### src/rtl/hour_bcd_converter_pkg.sv
// Shared widths for the hour-to-BCD converter and its consumers.
package hour_bcd_converter_pkg;

  localparam int unsigned BIN_W = 6;
  localparam int unsigned BCD_W = 8;

endpackage

### src/rtl/hour_bcd_converter_add3.sv
// Double-dabble correction cell: adds 3 to a BCD nibble that is 5 or more.
module bcd_add3 (
  input  logic [3:0] in_i,
  output logic [3:0] out_o
);

  always_comb begin
    out_o = in_i;
    if (in_i >= 4'd5) begin
      out_o = in_i + 4'd3;
    end
  end

endmodule

### src/rtl/hour_bcd_converter.sv
// Registered 6-bit binary to two-digit packed BCD converter (double-dabble array).
module hour_bcd_converter
  import hour_bcd_converter_pkg::*;
(
  input  logic             clk,
  input  logic             reset,
  input  logic [BIN_W-1:0] bin,
  output logic [BCD_W-1:0] bcd
);

  logic [3:0]       units_c1, units_c2, units_c3;
  logic [3:0]       tens_c1;
  logic [BCD_W-1:0] bcd_d, bcd_q;
  logic             unused_tens_msb;

  // Units column: one correction before each of the last three shifts.
  bcd_add3 u_units_c1 (
    .in_i  ({1'b0, bin[5:3]}),
    .out_o (units_c1)
  );

  bcd_add3 u_units_c2 (
    .in_i  ({units_c1[2:0], bin[2]}),
    .out_o (units_c2)
  );

  bcd_add3 u_units_c3 (
    .in_i  ({units_c2[2:0], bin[1]}),
    .out_o (units_c3)
  );

  // Tens column before the final shift; its value never exceeds 3, so bit 3 is always 0.
  bcd_add3 u_tens_c1 (
    .in_i  ({2'b00, units_c1[3], units_c2[3]}),
    .out_o (tens_c1)
  );

  assign unused_tens_msb = tens_c1[3];

  always_comb begin
    bcd_d = {tens_c1[2:0], units_c3[3], units_c3[2:0], bin[0]};
  end

  always_ff @(posedge clk or negedge reset) begin
    if (!reset) begin
      bcd_q <= '0;
    end else begin
      bcd_q <= bcd_d;
    end
  end

  assign bcd = bcd_q;

endmodule

### config.mk
export PLATFORM = sky130hd
export DESIGN_NAME = hour_bcd_converter
export DESIGN_NICKNAME = d
export VERILOG_FILES = /design/src/rtl/hour_bcd_converter_pkg.sv /design/src/rtl/hour_bcd_converter_add3.sv /design/src/rtl/hour_bcd_converter.sv
export SDC_FILE = /design/constraint.sdc
export NUM_CORES = 1
export LEC_CHECK = 0
export BUFFER_PORTS_ARGS = -buffer_cell sky130_fd_sc_hd__buf_4
export CORE_AREA = 2 2 39 41
export CTS_CLUSTER_DIAMETER = 120
export DETAILED_ROUTE_END_ITERATION = 10
export DIE_AREA = 0 0 41 43
export PLACE_DENSITY = 0.66
export REMOVE_ABC_BUFFERS = 1
export SLEW_MARGIN = 40
export SYNTH_ARGS = -nofsm -noshare
export SYNTH_HDL_FRONTEND = slang
export SYNTH_SLANG_ARGS = --single-unit
### constraint.sdc
create_clock -name clk -period 0.8 [get_ports clk]
set_input_delay 0.16 -clock clk [delete_from_list [all_inputs] [get_ports clk]]
set_output_delay 0.16 -clock clk [all_outputs]
set_load 0.02 [all_outputs]
Word-level counts from Yosys, hierarchy flattened:

Cells that the tools add are included.

* logic and storage cells: 13
* register bits after elaboration: 8

* magnitude comparators: 4
* add/subtract/negate cells: 4
* muxes and demuxes: 4

Operators with widths (number)
* 4-bit two-way mux: 3
* 4-bit by 2-bit adder with 4-bit output, second input constant: 2
* 4-bit by 3-bit greater-or-equal comparator with 1-bit output, second input constant: 2
* 3-bit by 2-bit adder with 4-bit output, second input constant: 1
* 2-bit by 2-bit adder with 3-bit output, second input constant: 1
* 2-bit by 3-bit greater-or-equal comparator with 1-bit output, second input constant: 1
* 3-bit greater-or-equal comparator, second input constant: 1
* 3-bit two-way mux: 1

Longest topological paths before layout:

Gate-level depths: netlist (run 1).

* word-level depth: 6
* depth in mapped cells: 10
* gate-level depth less buffers: 10

Modules after synthesis:

A second synthesis (run 1) with hierarchy kept.

* cells, all modules: 73
* area, all modules: 609.3 um2

By module, submodules not included
* bcd_add3: cells an instance 16, instances 4, seq. area each 0.0 um2, area each 101.3 um2
* hour_bcd_converter: cells an instance 9, instances 1, seq. area each 200.2 um2, area each 203.9 um2

Worst setup path after synthesis (run 1):

No wires, ideal clock.

* kind: input -> register
* from: input bin[4]
* to: register bcd_q[4], in the netlist bcd[4]
* stages: 10
* setup time: 0.124 ns
* path slack: -1.228 ns
* data arrival time: 1.905 ns
* buffers on the path: 0
* cell sequence: inv_1 ha_1 o21ai_0 mux2_2 ha_1 nand2b_1 o2111ai_1 a221oi_4 o211ai_1 xnor2_1

* word-level cells in the longest chain between the ends: 6
* elaborated cells on any way between the ends: 9
* those cells by class: add/sub (3); order compare (3); mux (3)

RTL lines
* start: declaration: RTL line hour_bcd_converter.sv:7 `input logic [BIN_W-1:0] bin,`
* 3-bit by 2-bit adder with 4-bit output or 3-bit greater-or-equal comparator (tied branches): RTL line hour_bcd_converter_add3.sv:10, hour_bcd_converter_add3.sv:9
* 4-bit two-way mux (*): RTL line hour_bcd_converter_add3.sv:9 `if (in_i >= 4'd5) begin`
* 4-bit by 2-bit adder with 4-bit output or 4-bit by 3-bit greater-or-equal comparator with 1-bit output (tied branches): RTL line hour_bcd_converter_add3.sv:10, hour_bcd_converter_add3.sv:9
* 4-bit two-way mux (*): RTL line hour_bcd_converter_add3.sv:9
* 4-bit by 2-bit adder with 4-bit output or 4-bit by 3-bit greater-or-equal comparator with 1-bit output (tied branches): RTL line hour_bcd_converter_add3.sv:10, hour_bcd_converter_add3.sv:9
* 4-bit two-way mux (*): RTL line hour_bcd_converter_add3.sv:9
* named net u_units_c3.out_o[3]: RTL line hour_bcd_converter_add3.sv:4 `output logic [3:0] out_o`
* end signal: assignment: RTL line hour_bcd_converter.sv:46 `bcd_q <= '0;`
* end signal: assignment: RTL line hour_bcd_converter.sv:48 `bcd_q <= bcd_d;`
* end: declaration: RTL line hour_bcd_converter.sv:13 `logic [BCD_W-1:0] bcd_d, bcd_q;`

The timed path passes the listed nets; every way through them passes the cells marked *.

Final worst setup path (run 1):

Same ends and word-level chain as after synthesis.

==> results.toml, run 1 <==
[run_status]
status = "finished, violations left"
violations = "negative setup slack"

[power_and_ir_drop]
finalPower_w = 0.00140
combinationalPowerShare_pct = 46.8
switching_share_pct = 31.8
p_leak_nw = 0.431
p_int_w = 0.000954
p_switching_w = 0.000446
p_per_area_nw_per_um2 = 1540
p_seq_share_pct = 31.1
ir_drop_mv = 0.477
p_clk_share_pct = 22.1

[min_path]
hp-start = "bin[0]"
hold_class = "primary input to register"
whs_path_depth = 1
min_to = "bcd[0]"

[logic_synthesis]
synthDistinctLibCells = 32
yosys-top-cells-area = "dfrtp_1 33%, ha_1 9.5%, a221oi_4 5.0%"
synth_commonest_cells = "7 x dfrtp_1, 5 x inv_1, 4 x a21oi_1, 4 x ha_1, 3 x nand2_1"
ys_seq_area_share_pct = 33.3
synthCells = 52
synth_area_um2 = 526
yosysTopAreaCellShare_pct = 33.3
async_flop_share_pct = 100
yosysMostFrequentCell = "dfrtp_1"
synth_area_per_cell_um2 = 10.1
yosysTopAreaCell = "dfrtp_1"
ys.flop_type = "dfrtp_1"
synth-seq-cells = 7
ys_warn_count = 0
synth_enable_flop_cells = 0

[place]
dp_hpwl_um = 836
portBuffers = 14
place_congestion = 0.739
dpl_worst_slack_ns = -1.47

[worst_setup_path]
crit_required_ns = 0.93
end_kind = "register"
critical_path_arrival_ns = 1.87
crit_type = "primary input to register"
crit_fanout = 5
crit_path_start_kind = "primary input"

[global_route]
grt_max_degree = 8
gr-total-overflow = 0
antenna_found_initial = 0
first_global_vias = 524
grt_pass1_wl_um = 2010
track_usage_pct = 16.2

[floorplanning]
start_util_pct = 38.0
core-area_um2 = 1380
rows = 14
die_width_um = 41
io_pins = 16
die_height_um = 43
die-area_um2 = 1760

[layout]
nets = 96
utilization_pct = 65.6
drive_gt1_share_pct = 59.0
antenna_cells = 0
largest_reg_flops = 7
areaGrowthSynthToFinish_pct = 72.9

[drt]
routedWlPerCell_um = 11.7
firstDrtPassIters = 4
postRouteWirelength_um = 1160
drt-initial-drc-count = 6
remaining_drc_errors = 0
viasPerCell = 5.14
ant_nets = 0
vias = 509

[timing]
setup_violations = 12
rsz0062_at_grt = "yes"
fin_crit_sh_pct = 218
fmax_mhz = 574
slew_viol_final = 0
period_needed_ns = 1.74
hold_viol = 0
setup_ws_ns = -0.942

[clock_tree]
clk_path_buf_depth = 2
cts_buffers = 3
tritoncts = "done"
path_clk_slew_ns = 0.05
h-tree-depth = 1
cts_root_buf = "clkbuf_4"
clock-sinks = 7

[flow_run]
cap_violations = 0
critical path, cell delays in order:
cell,delay (ns)
buf_8,0.10
inv_4,0.05
ha_4,0.12
o21ai_2,0.05
mux2_4,0.29
ha_4,0.16
nand2b_4,0.15
and2_4,0.14
a221oi_4,0.35
o211ai_1,0.16
xnor2_1,0.14
power by group through the flow:
stage          sequential (W)  clock [W]  combinational (W)
6_report             0.000435   0.000309           0.000656
2_1_floorplan        0.000503          0           0.000228
4_1_cts              0.000435   0.000312           0.000645
3_3_place_gp         0.000427          0           0.000519
5_1_grt              0.000441   0.000343           0.000710
3_5_place_dp         0.000429          0           0.000525
worst max-delay path by stage:
stage | slack, ns | cells after the start | endpoint | from
after floorplan | -1.23 | 10 | bcd[4] | bin[4]
after global placement | -1.44 | 11 | bcd[4] | bin[4]
after detailed placement | -1.47 | 11 | bcd[4] | bin[4]
after CTS | -0.95 | 12 | bcd[2] | bin[4]
after global routing | -1.03 | 12 | bcd[2] | bin[4]
final | -0.94 | 11 | bcd[4] | bin[4]
routing by layer:
metal	global-route usage (%)	vias up	wire length (µm)
li1	-	253	-
met1	17.0	239	457
met2	29.4	13	655
met3	1.57	4	26
met4	8.00	0	20
met5	0	-	0
layout by cell type, fill, tap and decap left out, types with 2 or more instances in the layout:
cell and instances:
buf_4 20, dfrtp_1 7, buf_6 7, inv_1 4, a21oi_1 3, ha_4 3
clkbuf_4 3, mux2_4 2, nand2_1 2, a21o_1 2
cell families after synthesis:
family / count (synthesis) / synth area share [%]
AOI/OAI and AO/OA: 19 / 29.8
xor gates and xnor gates: 1 / 1.67
adders and majority gates: 4 / 9.52
buffers and inverters: 7 / 5.95
DFF: 7 / 33.3
muxes: 3 / 6.90
other: 1 / 0.714
and+or+nand+nor: 10 / 12.1
layout make-up:
cell class	instances	area, µm²
timing repair buffer	29	254
multi-input combinational	38	412
tap	16	20.0
fill	107	475
sequential	7	175
clock buffer	4	26.3
inverter	5	21.3
what timing repair did:
item                                    CTS  global route
hold endpoints to repair                  7             0
gates resized for setup                  27             2
pin swaps                                 9             6
endpoints found under the setup margin   12            12
buffers inserted                          1             0
hold buffers                              1             0
stage by stage:
step,TNS [ns],cell area (µm²),cells,hold WS [ns]
floorplan,-5.29,513,50,-0.136
global placement,-6.36,736,93,-0.0282
detailed placement,-6.50,736,93,-0.0259
CTS,-4.91,901,99,0.0219
global route,-5.49,908,99,0.00628
finish,-4.86,908,99,0.0249
No activity file was read; power rests on OpenSTA's default activity.
==> inputs of run 2 (changes only) <==
CORE_AREA = not set   (was 2 2 39 41)
CORE_MARGIN = 2   (was not set)
CORE_UTILIZATION = 45   (was not set)
DIE_AREA = not set   (was 0 0 41 43)
PLACE_DENSITY = 0.72   (was 0.66)
SYNTH_HIERARCHICAL = 1   (was not set)
==> run 2 against run 1 <==
Clock-buffer cell count down 1. Total power up 38%. The flow still finishes with violations (negative setup slack). Critical path depth up 5. Critical path type unchanged. Largest power group unchanged. Worst setup slack worse by 0.48 ns. Combinational power up 66%. Highest routed layer unchanged. Global-route usage up 7.8 points. Die area down 8.4%.
==> results.toml, run 2 <==
[power_and_ir_drop]
p_switching_w = 0.000695
p_seq_share_pct = 27.9
combinationalPowerShare_pct = 56.6
p_clk_share_pct = 15.5
ir_drop_mv = 0.825
p_int_w = 0.00123
switching_share_pct = 36.0
p_leak_nw = 0.583
p_per_area_nw_per_um2 = 1700

[logic_synthesis]
ys_warn_count = 6
synth_area_per_cell_um2 = 8.54
synthCells = 69
synth_area_um2 = 589

[global_route]
antenna_found_initial = 0
track_usage_pct = 24.1
first_global_vias = 643
grt_pass1_wl_um = 2510
grt_max_degree = 9
gr-total-overflow = 0

[worst_setup_path]
crit_type = "primary input to register"
end_kind = "register"
critical_path_arrival_ns = 2.39
crit_fanout = 3
crit_required_ns = 0.97
crit_path_start_kind = "primary input"

[floorplanning]
rows = 13
start_util_pct = 46.4
core-area_um2 = 1270
die_height_um = 40.2
die_width_um = 40.2
die-area_um2 = 1620
io_pins = 16

[place]
place_congestion = 0.650
postPlaceCellArea_um2 = 908
portBuffers = 15
dpl_worst_slack_ns = -1.89
dp_hpwl_um = 956

[drt]
routedWlPerCell_um = 15.0
remaining_drc_errors = 0
ant_nets = 0
drt-initial-drc-count = 8
viasPerCell = 4.80
vias = 653
postRouteWirelength_um = 2040
firstDrtPassIters = 4

[clock_tree]
clk_path_buf_depth = 2
clock-sinks = 8
path_clk_slew_ns = 0.05
h-tree-depth = 1
cts_root_buf = "clkbuf_4"
tritoncts = "done"
cts_buffers = 3

[timing]
fin_crit_sh_pct = 278
tns_ns = -7.87
hold_viol = 0
setup_violations = 14
setup_ws_ns = -1.43
period_needed_ns = 2.23
fmax_mhz = 449
slew_viol_final = 0
rsz0062_at_grt = "yes"

[flow_run]
cap_violations = 0

[layout]
utilization_pct = 89.5
antenna_cells = 0
nets = 139
largest_reg_flops = 8
final_common_cell = "buf_4"
areaGrowthSynthToFinish_pct = 92.8
drive_gt1_share_pct = 50.4
design_area_um2 = 1140
layout_common_cells = "29 x buf_4, 15 x nand2_1, 10 x buf_6"

[min_path]
whs_path_depth = 1
hold_class = "primary input to register"

[run_status]
status = "finished, violations left"
violations = "negative setup slack"
## run 2: power by group through the flow
| stage | clock network, W | logic [W] | registers, W |
|---|---|---|---|
| after floorplan | 0 | 0.000297 | 0.000649 |
| after global placement | 0 | 0.000788 | 0.000523 |
| after detailed placement | 0 | 0.000816 | 0.000524 |
| after CTS | 0.000303 | 0.00100 | 0.000536 |
| after global routing | 0.000335 | 0.00117 | 0.000543 |
| final | 0.000299 | 0.00109 | 0.000537 |
## run 2: path summary, 6_finish.rpt
check,startpoint,endpoint,slack [ns]
min in group asynchronous,reset,bcd[4],0.26
hold / removal,bin[0],bcd[0],0.02
max in group asynchronous,reset,bcd[1],0.42
setup / recovery,bin[4],bcd[2],-1.43
## run 2: stage by stage
| step | instances | hold WS [ns] | power (W) |
|---|---|---|---|
| 3_5_place_dp | 128 | -0.0207 | 0.00134 |
| 4_1_cts | 134 | 0.0260 | 0.00184 |
| 6_report | 136 | 0.0225 | 0.00193 |
| 3_3_place_gp | 128 | -0.0224 | 0.00131 |
| 5_1_grt | 136 | 0.0101 | 0.00205 |
| 2_1_floorplan | 77 | -0.136 | 0.000947 |
## run 2: routing by layer
metal	share of wire, %	wire (µm)	track usage (%)
met5	0	0	0
met4	1.6	32	8.33
met3	4.5	92	6.11
met2	55	1120	51.2
met1	39	792	20.6
## run 2: timing repair
item                                   4_1_cts  5_1_grt
setup endpoints to repair                   14       14
buffers inserted                             2        2
gates resized for setup                     34        1
pin swaps                                    8        2
endpoints found under the hold margin        8        0
hold buffers                                 1        0
## run 2: layout make-up
class / count / area, µm²
flip-flops and latches: 8 / 200
well taps: 15 / 18.8
clock buffers: 3 / 22.5
repair buffers: 41 / 355
fillers: 60 / 133
multi-input cells: 61 / 504
inverters: 8 / 35.0
## run 2: worst max-delay path: stages
cell	delay (ns)
buf_8	0.08
inv_6	0.04
ha_4	0.14
nand2b_4	0.15
a21oi_4	0.17
xnor2_2	0.15
inv_2	0.09
ha_4	0.16
nand2b_4	0.15
a21oi_4	0.17
xnor2_2	0.15
inv_1	0.09
ha_2	0.18
nand2b_4	0.15
a21oi_4	0.15
mux2i_1	0.21
